### src/rtl/traffic_sequencer.sv
// traffic_sequencer: master FSM for a two-road intersection driving lamps, walk lamp and the BCD phase timer.
// Outputs are registered from next-state values so lamps, walk and the timer load change together with state_dbg.
module traffic_sequencer #(
   parameter logic [7:0] NS_GREEN_T = 8'h30,
   parameter logic [7:0] EW_GREEN_T = 8'h20,
   parameter logic [7:0] YELLOW_T   = 8'h03,
   parameter logic [7:0] ALLRED_T   = 8'h02,
   parameter logic [7:0] FLASH_T    = 8'h01
) (
   input  logic       clk,
   input  logic       rst,
   input  logic       tmr_time_out,
   input  logic       ew_car,
   input  logic       ped_req,
   input  logic       flash_en,
   output logic       tmr_load,
   output logic [3:0] tmr_tens,
   output logic [3:0] tmr_ones,
   output logic [2:0] ns_light,
   output logic [2:0] ew_light,
   output logic       walk,
   output logic [2:0] state_dbg
);
   typedef enum logic [2:0] {INIT = 3'd0, NS_G, NS_Y, AR1, EW_G, EW_Y, AR2, FLASH} state_t;
   localparam logic [2:0] RED = 3'b100;
   localparam logic [2:0] YEL = 3'b010;
   localparam logic [2:0] GRN = 3'b001;
   localparam logic [2:0] OFF = 3'b000;
   state_t     state_q, state_d;
   logic [1:0] cnt_q, cnt_d;
   logic [7:0] dur_q, dur_d, dur_sel;
   logic [2:0] ns_q, ns_d, ew_q, ew_d;
   logic       init_q, load_q, load_d, ped_q, ped_d, blink_q, blink_d, walk_q, walk_d;
   logic       qual, fire;
   always_ff @(posedge clk) begin
      if (rst) begin
         state_q <= INIT;
         cnt_q   <= 2'd0;
         dur_q   <= 8'h00;
         ns_q    <= RED;
         ew_q    <= RED;
         init_q  <= 1'b1;
         load_q  <= 1'b0;
         ped_q   <= 1'b0;
         blink_q <= 1'b0;
         walk_q  <= 1'b0;
      end else begin
         state_q <= state_d;
         cnt_q   <= cnt_d;
         dur_q   <= dur_d;
         ns_q    <= ns_d;
         ew_q    <= ew_d;
         init_q  <= 1'b0;
         load_q  <= load_d;
         ped_q   <= ped_d;
         blink_q <= blink_d;
         walk_q  <= walk_d;
      end
   end
   always_comb begin
      // cnt_q counts cycles since the load; the timer output is stale until it reaches 2
      qual = tmr_time_out && cnt_q == 2'd2;
      state_d = state_q;
      if (qual) begin
         unique case (state_q)
            INIT:    state_d = flash_en ? FLASH : NS_G;
            NS_G:    state_d = (ew_car || ped_q || ped_req) ? NS_Y : NS_G;
            NS_Y:    state_d = AR1;
            AR1:     state_d = flash_en ? FLASH : EW_G;
            EW_G:    state_d = EW_Y;
            EW_Y:    state_d = AR2;
            AR2:     state_d = flash_en ? FLASH : NS_G;
            FLASH:   state_d = flash_en ? FLASH : INIT;
            default: state_d = INIT;
         endcase
      end
      fire = qual && !(state_q == NS_G && state_d == NS_G);
      load_d = init_q || fire;
      dur_sel = ALLRED_T;
      unique case (state_d)
         NS_G:       dur_sel = NS_GREEN_T;
         EW_G:       dur_sel = EW_GREEN_T;
         NS_Y, EW_Y: dur_sel = YELLOW_T;
         FLASH:      dur_sel = FLASH_T;
         default:    dur_sel = ALLRED_T;
      endcase
      dur_d = load_d ? dur_sel : dur_q;
      cnt_d = load_d ? 2'd0 : (cnt_q == 2'd2 ? cnt_q : cnt_q + 2'd1);
      blink_d = blink_q ^ (fire && state_q == FLASH);
      walk_d = state_d != NS_G ? 1'b0 : (fire ? (ped_q || ped_req) : walk_q);
      ped_d = !(fire && state_d == NS_G) && (ped_q || ped_req);
      ns_d = RED;
      ew_d = RED;
      unique case (state_d)
         NS_G:    ns_d = GRN;
         NS_Y:    ns_d = YEL;
         EW_G:    ew_d = GRN;
         EW_Y:    ew_d = YEL;
         FLASH: begin
            ns_d = blink_d ? YEL : OFF;
            ew_d = blink_d ? RED : OFF;
         end
         default: ;
      endcase
   end
   assign tmr_load  = load_q;
   assign tmr_tens  = dur_q[7:4];
   assign tmr_ones  = dur_q[3:0];
   assign ns_light  = ns_q;
   assign ew_light  = ew_q;
   assign walk      = walk_q;
   assign state_dbg = state_q;
endmodule
### config.mk
export PLATFORM = sky130hd
export DESIGN_NAME = traffic_sequencer
export DESIGN_NICKNAME = d
export VERILOG_FILES = /design/src/rtl/traffic_sequencer.sv
export SDC_FILE = /design/constraint.sdc
export NUM_CORES = 1
export LEC_CHECK = 0
export ABC_AREA = 1
export CORE_MARGIN = 1
export CORE_UTILIZATION = 47
export DETAILED_ROUTE_END_ITERATION = 10
export PLACE_DENSITY = 0.82
export SLEW_MARGIN = 10
export SYNTH_ARGS = -nofsm -noshare
export SYNTH_HDL_FRONTEND = slang
export SYNTH_SLANG_ARGS = --single-unit
### constraint.sdc
create_clock -name clk -period 1.8 [get_ports clk]
set_input_delay 0.18 -clock clk [delete_from_list [all_inputs] [get_ports clk]]
set_output_delay 0.18 -clock clk [all_outputs]
set_load 0.1 [all_outputs]
**After elaboration in Yosys (flattened, before gate mapping)**

Cells that the tools add are included.

- Register bits after elaboration: 24
- Bits in latches: 0
- Bits in writable memories: 0
- Memory bits (read-only): 0
- Input bits: 6
- Output and inout port bits: 19
- Memories: 0

- Add/subtract/negate cells: 1
- Multipliers: 0
- Div/mod/pow operators: 0
- $lt $le $gt $ge: 0
- Eq/ne operators: 14
- Shift operators: 0
- Muxes and demuxes: 12
- Bitwise gates (word level): 1
- Reductions and logical operators: 17

Operators by type and width:

| kind | count |
|---|---|
| 6-bit case mux with 4 select lines | 1 |
| 3-bit == test, second input constant | 7 |
| 3-bit case mux with 7 select lines | 1 |
| 3-bit case mux with 3 select lines | 2 |
| 3-bit two-way mux | 4 |
| 3-bit by 2-bit == test with 1-bit output, second input constant | 3 |
| 2-bit OR reduction | 4 |
| 3-bit by 1-bit == test with 1-bit output, second input constant | 2 |
| 1-bit logical AND | 6 |
| 2-bit two-way mux | 3 |
| 1-bit logical OR | 4 |
| 3-bit zero test | 1 |
| 3-bit by 1-bit != test with 1-bit output, second input constant | 1 |
| 2-bit by 1-bit adder with 2-bit output, second input constant | 1 |
| 2-bit == test, second input constant | 1 |
| 1-bit zero test | 2 |
| 1-bit two-way mux | 1 |
| 1-bit bitwise XOR | 1 |

**Longest topological paths before layout**

Gate-level depths: netlist (run 1).

- Word-level depth: 13
- Depth in mapped cells: 13
- Mapped depth without buffers: 13

**Least setup slack after synthesis (run 1)**

OpenSTA, ideal clock, no wires.

- Path kind: flip-flop to flip-flop
- Start point: register state_q[0], in the netlist state_dbg[0]
- End point: register ped_q
- Arrival: 1.997 ns
- Data required time: 1.687 ns
- Path slack: -0.311 ns
- Stages on the path, launching flop included: 8
- Buffers on the path: 0
- Path through: dfxtp_1 > nand2_1 > o21ai_2 > nand2_2 > a21oi_4 > nand3_2 > o21ai_1 > inv_1

- Cells in the longest elaborated chain, start to end: 11
- Elaborated cells between the ends (all ways): 18

Ends and longest elaborated chain:

| item | RTL line | source |
|---|---|---|
| from (decl) | 29 | `state_t state_q, state_d;` |
| from (signal assigned) | 48 | `state_q <= state_d;` |
| 3-bit == test or 3-bit zero test (tied branches) | 65 | `unique case (state_q)` |
| 2-bit OR reduction (no source line) | -- |  |
| 3-bit case mux with 7 select lines | 65 |  |
| 3-bit two-way mux | 64 | `if (qual) begin` |
| 3-bit by 1-bit == test with 1-bit output | 77, 91 |  |
| 1-bit logical AND | 77 | `fire = qual && !(state_q == NS_G && state_d == NS_G);` |
| 1-bit zero test | 77 |  |
| 1-bit logical AND | 77 |  |
| 1-bit logical AND (*) | 91 | `ped_d = !(fire && state_d == NS_G) && (ped_q \|\| ped_req);` |
| 1-bit zero test (*) | 91 |  |
| 1-bit logical AND (*) | 91 |  |
| to (signal assigned) | 55 | `ped_q <= ped_d;` |
| to (decl) | 33 | `logic init_q, load_q, load_d, ped_q, ped_d, blink_q, blink_d, walk_q, walk_d;` |

Every way passes the cells marked *; elsewhere a longest branch is shown, timed or not.
A chain may end at the register's enable or synchronous reset.

**Worst setup path after layout (run 1)**

- Start point: register cnt_q[0]
- End point: register ns_q[1], in the netlist ns_light[1]

- Cells in the longest elaborated chain, start to end: 11
- Elaborated cells between the ends (all ways): 13

Ends and longest elaborated chain:

| item | RTL line | source |
|---|---|---|
| from (decl) | 30 | `logic [1:0] cnt_q, cnt_d;` |
| from (signal assigned) | 49 | `cnt_q <= cnt_d;` |
| 2-bit == test (*) | 62 | `qual = tmr_time_out && cnt_q == 2'd2;` |
| 1-bit logical AND (*) | 62 |  |
| 3-bit two-way mux | 64 |  |
| 3-bit by 1-bit == test with 1-bit output | 77, 94 |  |
| 1-bit logical AND | 77 |  |
| 1-bit zero test | 77 |  |
| 1-bit logical AND | 77 |  |
| 1-bit logical AND | 89 | `blink_d = blink_q ^ (fire && state_q == FLASH);` |
| 1-bit bitwise XOR | 89 |  |
| 2-bit two-way mux | 100 | `ns_d = blink_d ? YEL : OFF;` |
| 3-bit case mux with 3 select lines (*) | 94 | `unique case (state_d)` |
| to (signal assigned) | 51 | `ns_q <= ns_d;` |
| to (decl) | 32 | `logic [2:0] ns_q, ns_d, ew_q, ew_d;` |

Marks and branches as above.

==> insert_results.sql, run 1 <==
INSERT INTO impl_metrics (metric_group, metric, value, unit) VALUES
('global_route', 'wire_length_of_the_first_global_routing_pass', '2.84', 'mm'),
('cts', 'root_buffer_master', 'sky130_fd_sc_hd__clkbuf_4', ''),
('synthesis', 'share_of_the_yosys_chip_area_belonging_to_registers', '0.407', ''),
('die', 'num_io_pins', '25', ''),
('final_layout', 'layout-area-overhead-vs-synth', '22.4', '%'),
('final_layout', 'layout-drive-gt1-share', '0.347', ''),
('cts', 'cts_hold_buffers', '0', ''),
('final_layout', 'multiInputGateArea', '497', 'sq um'),
('sta', 'setup_viol', '0', ''),
('global_route', 'grt_util_met3', '0.0604', ''),
('placed_design', 'dpl.hpwl', '1.47', 'mm'),
('die', 'row_count', '16', ''),
('synthesis', 'synth_enable_flop_cells', '0', ''),
('global_route', 'antenna_violations_before_repair', '0', ''),
('sta', 'final-hold-violation-count', '0', ''),
('global_route', 'met1_usage', '0.201', ''),
('sta', 'drv_slew', '0', ''),
('setup_path', 'worstPathRequired', '2.04', 'ns'),
('final_layout', 'antenna_cells_inserted', '0', ''),
('cts', 'number_of_cts_inserted_buffers', '3', ''),
('sta', 'period_share', '0.907', ''),
('cts', 'count_of_h_tree_levels_built_during_cts', '1', ''),
('sta', 'fin_skew', '0.00179', 'ns'),
('detailed_routing', 'route.vias.total', '848', ''),
('global_route', 'grt-busiest-layer', 'met2', ''),
('synthesis', 'synth.distinct_cells', '27', ''),
('synthesis', 'synthCells', '127', ''),
('global_route', 'groute.usage.overall', '0.179', ''),
('placed_design', 'io_buffer_count', '20', ''),
('sta', 'finalWorstPathRequiredPeriod', '1.63', 'ns'),
('cts', 'tritoncts_clock_tree', 'done', ''),
('detailed_routing', 'wl_per_cell', '10.6', 'um'),
('die', 'floorplan.core_area', '1960', 'sq um'),
('detailed_routing', 'drt_first_iter_violations', '35', ''),
('die', 'effective_utilization_at_floorplan', '0.502', ''),
('cts', 'cts.sink_count', '20', ''),
('synthesis', 'syn_area_per_cell', '7.75', 'sq um'),
('sta', 'finalSetupTns', '0', 'ns'),
('final_layout', 'fillers', '199', ''),
('pwr', 'p_seq_frac', '0.500', ''),
('placed_design', 'gp_routability_congestion', '0.824', ''),
('final_layout', 'finish.net_count', '158', ''),
('synthesis', 'netlist_area', '985', 'sq um'),
('run_status', 'status', 'finished, final reports clean', ''),
('cts', 'max-clock-path-buffers', '2', ''),
('detailed_routing', 'remaining_drc_errors', '0', ''),
('final_layout', 'final_area', '1200', 'sq um'),
('cts', 'worst_setup_hold_path_clk_slew', '0.10', 'ns'),
('sta', 'rsz_0062_raised_after_global_routing', 'no', ''),
('detailed_routing', 'drtAntennaViolNets', '0', ''),
('synthesis', 'postSynth.asyncResetShare', '0', ''),
('global_route', 'globalRouteOverflowTotal', '0', ''),
('die', 'die_width', '47.8', 'um'),
('setup_path', 'criticalPathCategory', 'flop to flop', ''),
('synthesis', 'synth_top_flop_cell', 'sky130_fd_sc_hd__dfxtp_1', ''),
('die', 'vertical_extent_of_the_die', '47.8', 'um'),
('die', 'floorplan.die_area', '2280', 'sq um'),
('placed_design', 'placed_standard_cell_area', '1160', 'sq um'),
('pwr', 'power_frac_comb', '0.230', ''),
('pwr', 'leakage_power_of_the_design', '0.568', 'nW'),
('synthesis', 'ys_ff_latch', '20', ''),
('detailed_routing', 'drt-total-wl', '1.87', 'mm'),
('sta', 'hold-worst-slack', '0.475', 'ns'),
('synthesis', 'synthesis.yosys.warnings', '0', ''),
('sta', 'timing.final.ws_setup', '0.168', 'ns'),
('min_path', 'min_path_type', 'flop to flop', ''),
('sta', 'max_clock_freq', '613', 'MHz'),
('global_route', 'grt_pass1_vias', '746', ''),
('global_route', 'grt_use_met2', '0.322', ''),
('pwr', 'vdd_ir_drop_max', '490', 'uV'),
('cts', 'postCtsSetupBuffers', '0', '');
-- path summary, 6_finish.rpt --
kind | start | to | slack (ns) | cells past startpoint
min reg2reg | dur_q[0] | dur_q[0] | 0.47 | 2
max | cnt_q[0] | ns_light[1] | 0.17 | 12
max reg2reg | cnt_q[0] | ns_light[1] | 0.17 | 12
min | dur_q[0] | dur_q[0] | 0.47 | 2
-- state kept, by name, summed over array words and instances (netlist names) --
| name | cells |
|---|---|
| blink_q | 1 |
| cnt_q | 2 |
| dur_q | 4 |
| ew_light | 3 |
| init_q | 1 |
| ns_light | 3 |
| ped_q | 1 |
| state_dbg | 3 |
| tmr_load | 1 |
| walk | 1 |
-- final cells by class --
type	instances	area share
Clock buffer	4	0.0301
Tap cell	27	0.0280
Timing Repair Buffer	21	0.141
Multi-Input combinational cell	88	0.412
Sequential cell	20	0.335
Inverter	17	0.0530
-- synth_stat cells (2+ instances only) --
cell	number	area, sq um
sky130_fd_sc_hd__nor2_1	11	41.3
sky130_fd_sc_hd__nand3_2	2	20.0
sky130_fd_sc_hd__o21ai_1	3	15.0
sky130_fd_sc_hd__inv_1	12	45.0
sky130_fd_sc_hd__nor2_2	6	37.5
sky130_fd_sc_hd__buf_4	4	30.0
sky130_fd_sc_hd__nand3_1	5	25.0
sky130_fd_sc_hd__a21oi_1	2	10.0
sky130_fd_sc_hd__nor2_4	3	33.8
sky130_fd_sc_hd__nand2_4	3	33.8
sky130_fd_sc_hd__nand2_1	34	128
sky130_fd_sc_hd__inv_2	4	15.0
sky130_fd_sc_hd__nand2_2	3	18.8
sky130_fd_sc_hd__dfxtp_1	20	400
sky130_fd_sc_hd__o21ai_2	3	26.3
-- cells in the final DEF (no fill, tap or decap), types with 2 or more instances in the layout --
cell / synthesis / layout
sky130_fd_sc_hd__nand2_1: 34 / 34
sky130_fd_sc_hd__dfxtp_1: 20 / 17
sky130_fd_sc_hd__buf_4: 4 / 16
sky130_fd_sc_hd__inv_1: 12 / 12
sky130_fd_sc_hd__nor2_1: 11 / 11
sky130_fd_sc_hd__nor2_2: 6 / 6
sky130_fd_sc_hd__nand3_1: 5 / 5
sky130_fd_sc_hd__clkdlybuf4s50_1: 0 / 5
sky130_fd_sc_hd__inv_2: 4 / 4
sky130_fd_sc_hd__conb_1: 1 / 4
sky130_fd_sc_hd__nor2_4: 3 / 3
sky130_fd_sc_hd__nand2_4: 3 / 3
sky130_fd_sc_hd__o21ai_2: 3 / 3
sky130_fd_sc_hd__nand2_2: 3 / 3
sky130_fd_sc_hd__o21ai_1: 3 / 3
sky130_fd_sc_hd__clkbuf_4: 0 / 3
sky130_fd_sc_hd__dfxtp_2: 0 / 3
sky130_fd_sc_hd__nand3_2: 2 / 2
sky130_fd_sc_hd__a21oi_1: 2 / 2
-- cells by family (layout without fill, tap and decap cells) --
logic type	count (synthesis)	after routing	synth area share
AOI/OAI and AO/OA	12	12	0.0928
xor gates and xnor gates	1	1	0.00890
adders and majority gates	1	1	0.0127
buffers and inverters	22	42	0.107
DFF	20	20	0.407
other	1	4	0.00381
and+or+nand+nor	70	70	0.368
-- per-layer routing --
metal	vias to the layer above	part of all wire
met5	-	0
met4	0	0.019
met3	6	0.051
met2	27	0.51
met1	379	0.42
li1	436	-
-- worst max-delay path: stages (launching register included) --
cell,delay [ns]
sky130_fd_sc_hd__dfxtp_1,0.33
sky130_fd_sc_hd__inv_1,0.07
sky130_fd_sc_hd__ha_2,0.21
sky130_fd_sc_hd__nand2_2,0.10
sky130_fd_sc_hd__inv_2,0.12
sky130_fd_sc_hd__nand2_1,0.06
sky130_fd_sc_hd__nand2_1,0.09
sky130_fd_sc_hd__nand2_4,0.09
sky130_fd_sc_hd__inv_2,0.07
sky130_fd_sc_hd__nand2_1,0.08
sky130_fd_sc_hd__nor2_2,0.12
sky130_fd_sc_hd__nand2_1,0.10
sky130_fd_sc_hd__a21oi_2,0.13
-- power by group through the flow --
| stage | registers [W] | clock network (W) | logic [W] |
|---|---|---|---|
| floorplan | 0.000543 | 0 | 0.000113 |
| detailed placement | 0.000476 | 0 | 0.000212 |
| global route | 0.000468 | 0.000277 | 0.000227 |
| global placement | 0.000476 | 0 | 0.000210 |
| finish | 0.000466 | 0.000251 | 0.000214 |
| CTS | 0.000466 | 0.000257 | 0.000213 |
-- per-stage QoR --
step           power, W  cells
2_1_floorplan  0.000655    130
3_3_place_gp   0.000686    173
3_5_place_dp   0.000688    173
4_1_cts        0.000936    177
5_1_grt        0.000972    177
6_report       0.000931    177
(Power assumes the default switching activity.)
==> run 2: changes to the inputs <==
--- a/config.mk
+++ b/config.mk
@@ -10,7 +10,6 @@
 export CORE_UTILIZATION = 47
 export DETAILED_ROUTE_END_ITERATION = 10
 export PLACE_DENSITY = 0.82
-export SLEW_MARGIN = 10
 export SYNTH_ARGS = -nofsm -noshare
 export SYNTH_HDL_FRONTEND = slang
 export SYNTH_SLANG_ARGS = --single-unit
==> results of run 2 <==
No change in the layout: final DEF, timing and power equal those of run 1.
==> run 3: changes to the inputs <==
--- a/config.mk
+++ b/config.mk
@@ -9,7 +9,7 @@
 export CORE_MARGIN = 1
 export CORE_UTILIZATION = 47
 export DETAILED_ROUTE_END_ITERATION = 10
-export PLACE_DENSITY = 0.82
+export PLACE_DENSITY = 0.76
 export SYNTH_ARGS = -nofsm -noshare
 export SYNTH_HDL_FRONTEND = slang
 export SYNTH_SLANG_ARGS = --single-unit
==> insert_results.sql, run 3 (same netlist as run 1, synthesis figures left out) <==
INSERT INTO impl_metrics (metric_group, metric, value, unit) VALUES
('sta', 'max_clock_freq', '608', 'MHz'),
('detailed_routing', 'drt-total-wl', '1.80', 'mm'),
('final_layout', 'layout.cells.non_filler', '176', ''),
('sta', 'finalSetupTns', '0', 'ns'),
('setup_path', 'crit_path_start_kind', 'flop', ''),
('detailed_routing', 'drt_first_iter_violations', '12', ''),
('pwr', 'power.share.clock', '0.234', ''),
('cts', 'number_of_cts_inserted_buffers', '3', ''),
('global_route', 'grt_pass1_vias', '700', ''),
('sta', 'period_share', '0.913', ''),
('sta', 'final-hold-violation-count', '0', ''),
('final_layout', 'layout-area-overhead-vs-synth', '21.0', '%'),
('setup_path', 'cp_data_arrival_time', '1.84', 'ns'),
('job', 'maxCapViolations', '0', ''),
('detailed_routing', 'via_per_inst', '4.66', ''),
('cts', 'clk_latency', '0.30', 'ns'),
('global_route', 'antenna_violations_before_repair', '0', ''),
('cts', 'tritoncts_clock_tree', 'done', ''),
('die', 'die_width', '47.8', 'um'),
('pwr', 'power_report.internal_total', '0.000584', 'W'),
('final_layout', 'top_register', 'dur_q', ''),
('final_layout', 'mostFrequentLayoutCells', '34 x sky130_fd_sc_hd__nand2_1, 17 x sky130_fd_sc_hd__dfxtp_1, 16 x sky130_fd_sc_hd__buf_4, 12 x sky130_fd_sc_hd__inv_1, 10 x sky130_fd_sc_hd__nor2_1', ''),
('placed_design', 'dpl.hpwl', '1.39', 'mm'),
('die', 'effective_utilization_at_floorplan', '0.502', ''),
('final_layout', 'largest_reg_flops', '4', ''),
('sta', 'setup_viol', '0', ''),
('setup_path', 'end_kind', 'flop', ''),
('final_layout', 'finish.net_count', '158', ''),
('pwr', 'total_switching_power', '0.000303', 'W'),
('min_path', 'min_path_type', 'flop to flop', ''),
('global_route', 'wire_length_of_the_first_global_routing_pass', '2.77', 'mm'),
('global_route', 'groute.usage.overall', '0.174', ''),
('detailed_routing', 'first_pass_iters', '4', ''),
('sta', 'rsz_0062_raised_after_global_routing', 'no', ''),
('placed_design', 'gp_routability_congestion', '0.799', ''),
('detailed_routing', 'drtAntennaViolNets', '0', ''),
('cts', 'worst_setup_hold_path_clk_slew', '0.10', 'ns'),
('final_layout', 'antenna_cells_inserted', '0', ''),
('sta', 'finalWorstPathRequiredPeriod', '1.64', 'ns'),
('final_layout', 'layout_commonest_cell', 'sky130_fd_sc_hd__nand2_1', ''),
('pwr', 'pwr_density', '745', 'nW/um^2'),
('pwr', 'p_seq_frac', '0.525', ''),
('die', 'row_count', '16', ''),
('cts', 'max-clock-path-buffers', '2', ''),
('sta', 'drv_slew', '0', ''),
('cts', 'cts.sink_count', '20', ''),
('die', 'vertical_extent_of_the_die', '47.8', 'um'),
('placed_design', 'place.detailed.instances', '173', ''),
('pwr', 'vdd_ir_drop_max', '468', 'uV'),
('die', 'floorplan.core_area', '1960', 'sq um'),
('global_route', 'grt_start_max_net_pins', '11', ''),
('sta', 'fin_skew', '0.000801', 'ns'),
('pwr', 'leakage_power_of_the_design', '0.561', 'nW'),
('cts', 'cts_hold_buffers', '0', ''),
('setup_path', 'criticalPathCategory', 'flop to flop', ''),
('final_layout', 'finish.utilization', '0.607', ''),
('detailed_routing', 'route.vias.total', '821', ''),
('pwr', 'power_frac_comb', '0.241', ''),
('cts', 'root_buffer_master', 'sky130_fd_sc_hd__clkbuf_4', ''),
('run_status', 'status', 'finished, final reports clean', ''),
('die', 'num_io_pins', '25', ''),
('cts', 'count_of_h_tree_levels_built_during_cts', '1', ''),
('final_layout', 'layout-drive-gt1-share', '0.342', ''),
('setup_path', 'worstPathRequired', '2.00', 'ns'),
('final_layout', 'fillers', '200', ''),
('detailed_routing', 'wl_per_cell', '10.2', 'um'),
('placed_design', 'io_buffer_count', '20', ''),
('setup_path', 'worst-path-max-fanout', '6', ''),
('detailed_routing', 'remaining_drc_errors', '0', ''),
('sta', 'hold-worst-slack', '0.462', 'ns'),
('pwr', 'p_sw_frac', '0.342', ''),
('global_route', 'globalRouteOverflowTotal', '0', ''),
('die', 'floorplan.die_area', '2280', 'sq um');
==> run 3: cell count changes in the layout (fill, tap and decap cells not counted) <==
cell and delta:
sky130_fd_sc_hd__clkbuf_8 -1, sky130_fd_sc_hd__nor2_2 +1, sky130_fd_sc_hd__nor2_1 -1, sky130_fd_sc_hd__ha_1 +1
sky130_fd_sc_hd__ha_2 -1
==> run 3: worst max-delay path, stage by stage, from the launching register on <==
cell                       delay (ns)
sky130_fd_sc_hd__dfxtp_1         0.32
sky130_fd_sc_hd__inv_1           0.07
sky130_fd_sc_hd__ha_1            0.24
sky130_fd_sc_hd__nand2_2         0.12
sky130_fd_sc_hd__inv_2           0.12
sky130_fd_sc_hd__nand2_1         0.06
sky130_fd_sc_hd__nand2_1         0.10
sky130_fd_sc_hd__nand2_4         0.09
sky130_fd_sc_hd__inv_2           0.06
sky130_fd_sc_hd__nand2_1         0.08
sky130_fd_sc_hd__nor2_2          0.10
sky130_fd_sc_hd__nand3b_1        0.12
sky130_fd_sc_hd__nand2_1         0.06
==> run 3: per-layer routing <==
layer  vias to the layer above  part of all wire  global-route usage
met5                         -                 0                   0
met4                         0            0.0056              0.0167
met3                         2             0.037              0.0566
met2                        16              0.49               0.300
met1                       376              0.47               0.218
li1                        427                 -                   -
==> run 3: area by class of cell <==
cell class | count | area [sq um] | area share
Clock buffer | 3 | 22.5 | 0.0189
Timing Repair Buffer | 21 | 170 | 0.143
Multi-Input combinational cell | 88 | 497 | 0.417
Sequential cell | 20 | 404 | 0.339
Tap cell | 27 | 33.8 | 0.0284
Inverter | 17 | 63.8 | 0.0536
==> run 3: path summary, 6_finish.rpt <==
path | start | end | slack [ns] | cells past startpoint
worst min-delay path | dur_q[1] | dur_q[1] | 0.46 | 2
worst min register to register | dur_q[1] | dur_q[1] | 0.46 | 2
worst max register to register | cnt_q[0] | ns_light[2] | 0.16 | 12
worst max-delay path | cnt_q[0] | ns_light[2] | 0.16 | 12
==> run 3: what timing repair did <==
action | 4_1_cts | 5_1_grt
endpoints found under the setup margin | 0 | 3
setup buffers | 0 | 0
resized for setup | 0 | 2
==> run 3: metrics by stage <==
step | worst slack, ns | instance area [sq um] | power [W]
after floorplan | 0.105 | 1000 | 0.000655
final | 0.156 | 1190 | 0.000887
after CTS | 0.111 | 1180 | 0.000892
after global placement | 0.0967 | 1160 | 0.000686
after global routing | 0.0483 | 1190 | 0.000922
after detailed placement | 0.0565 | 1160 | 0.000689
==> run 3: power by group through the flow <==
| stage | combinational (W) | clock (W) | sequential, W |
|---|---|---|---|
| after global placement | 0.000210 | 0 | 0.000476 |
| after floorplan | 0.000113 | 0 | 0.000543 |
| after global routing | 0.000228 | 0.000226 | 0.000468 |
| after CTS | 0.000213 | 0.000213 | 0.000466 |
| final | 0.000214 | 0.000208 | 0.000466 |
| after detailed placement | 0.000213 | 0 | 0.000476 |
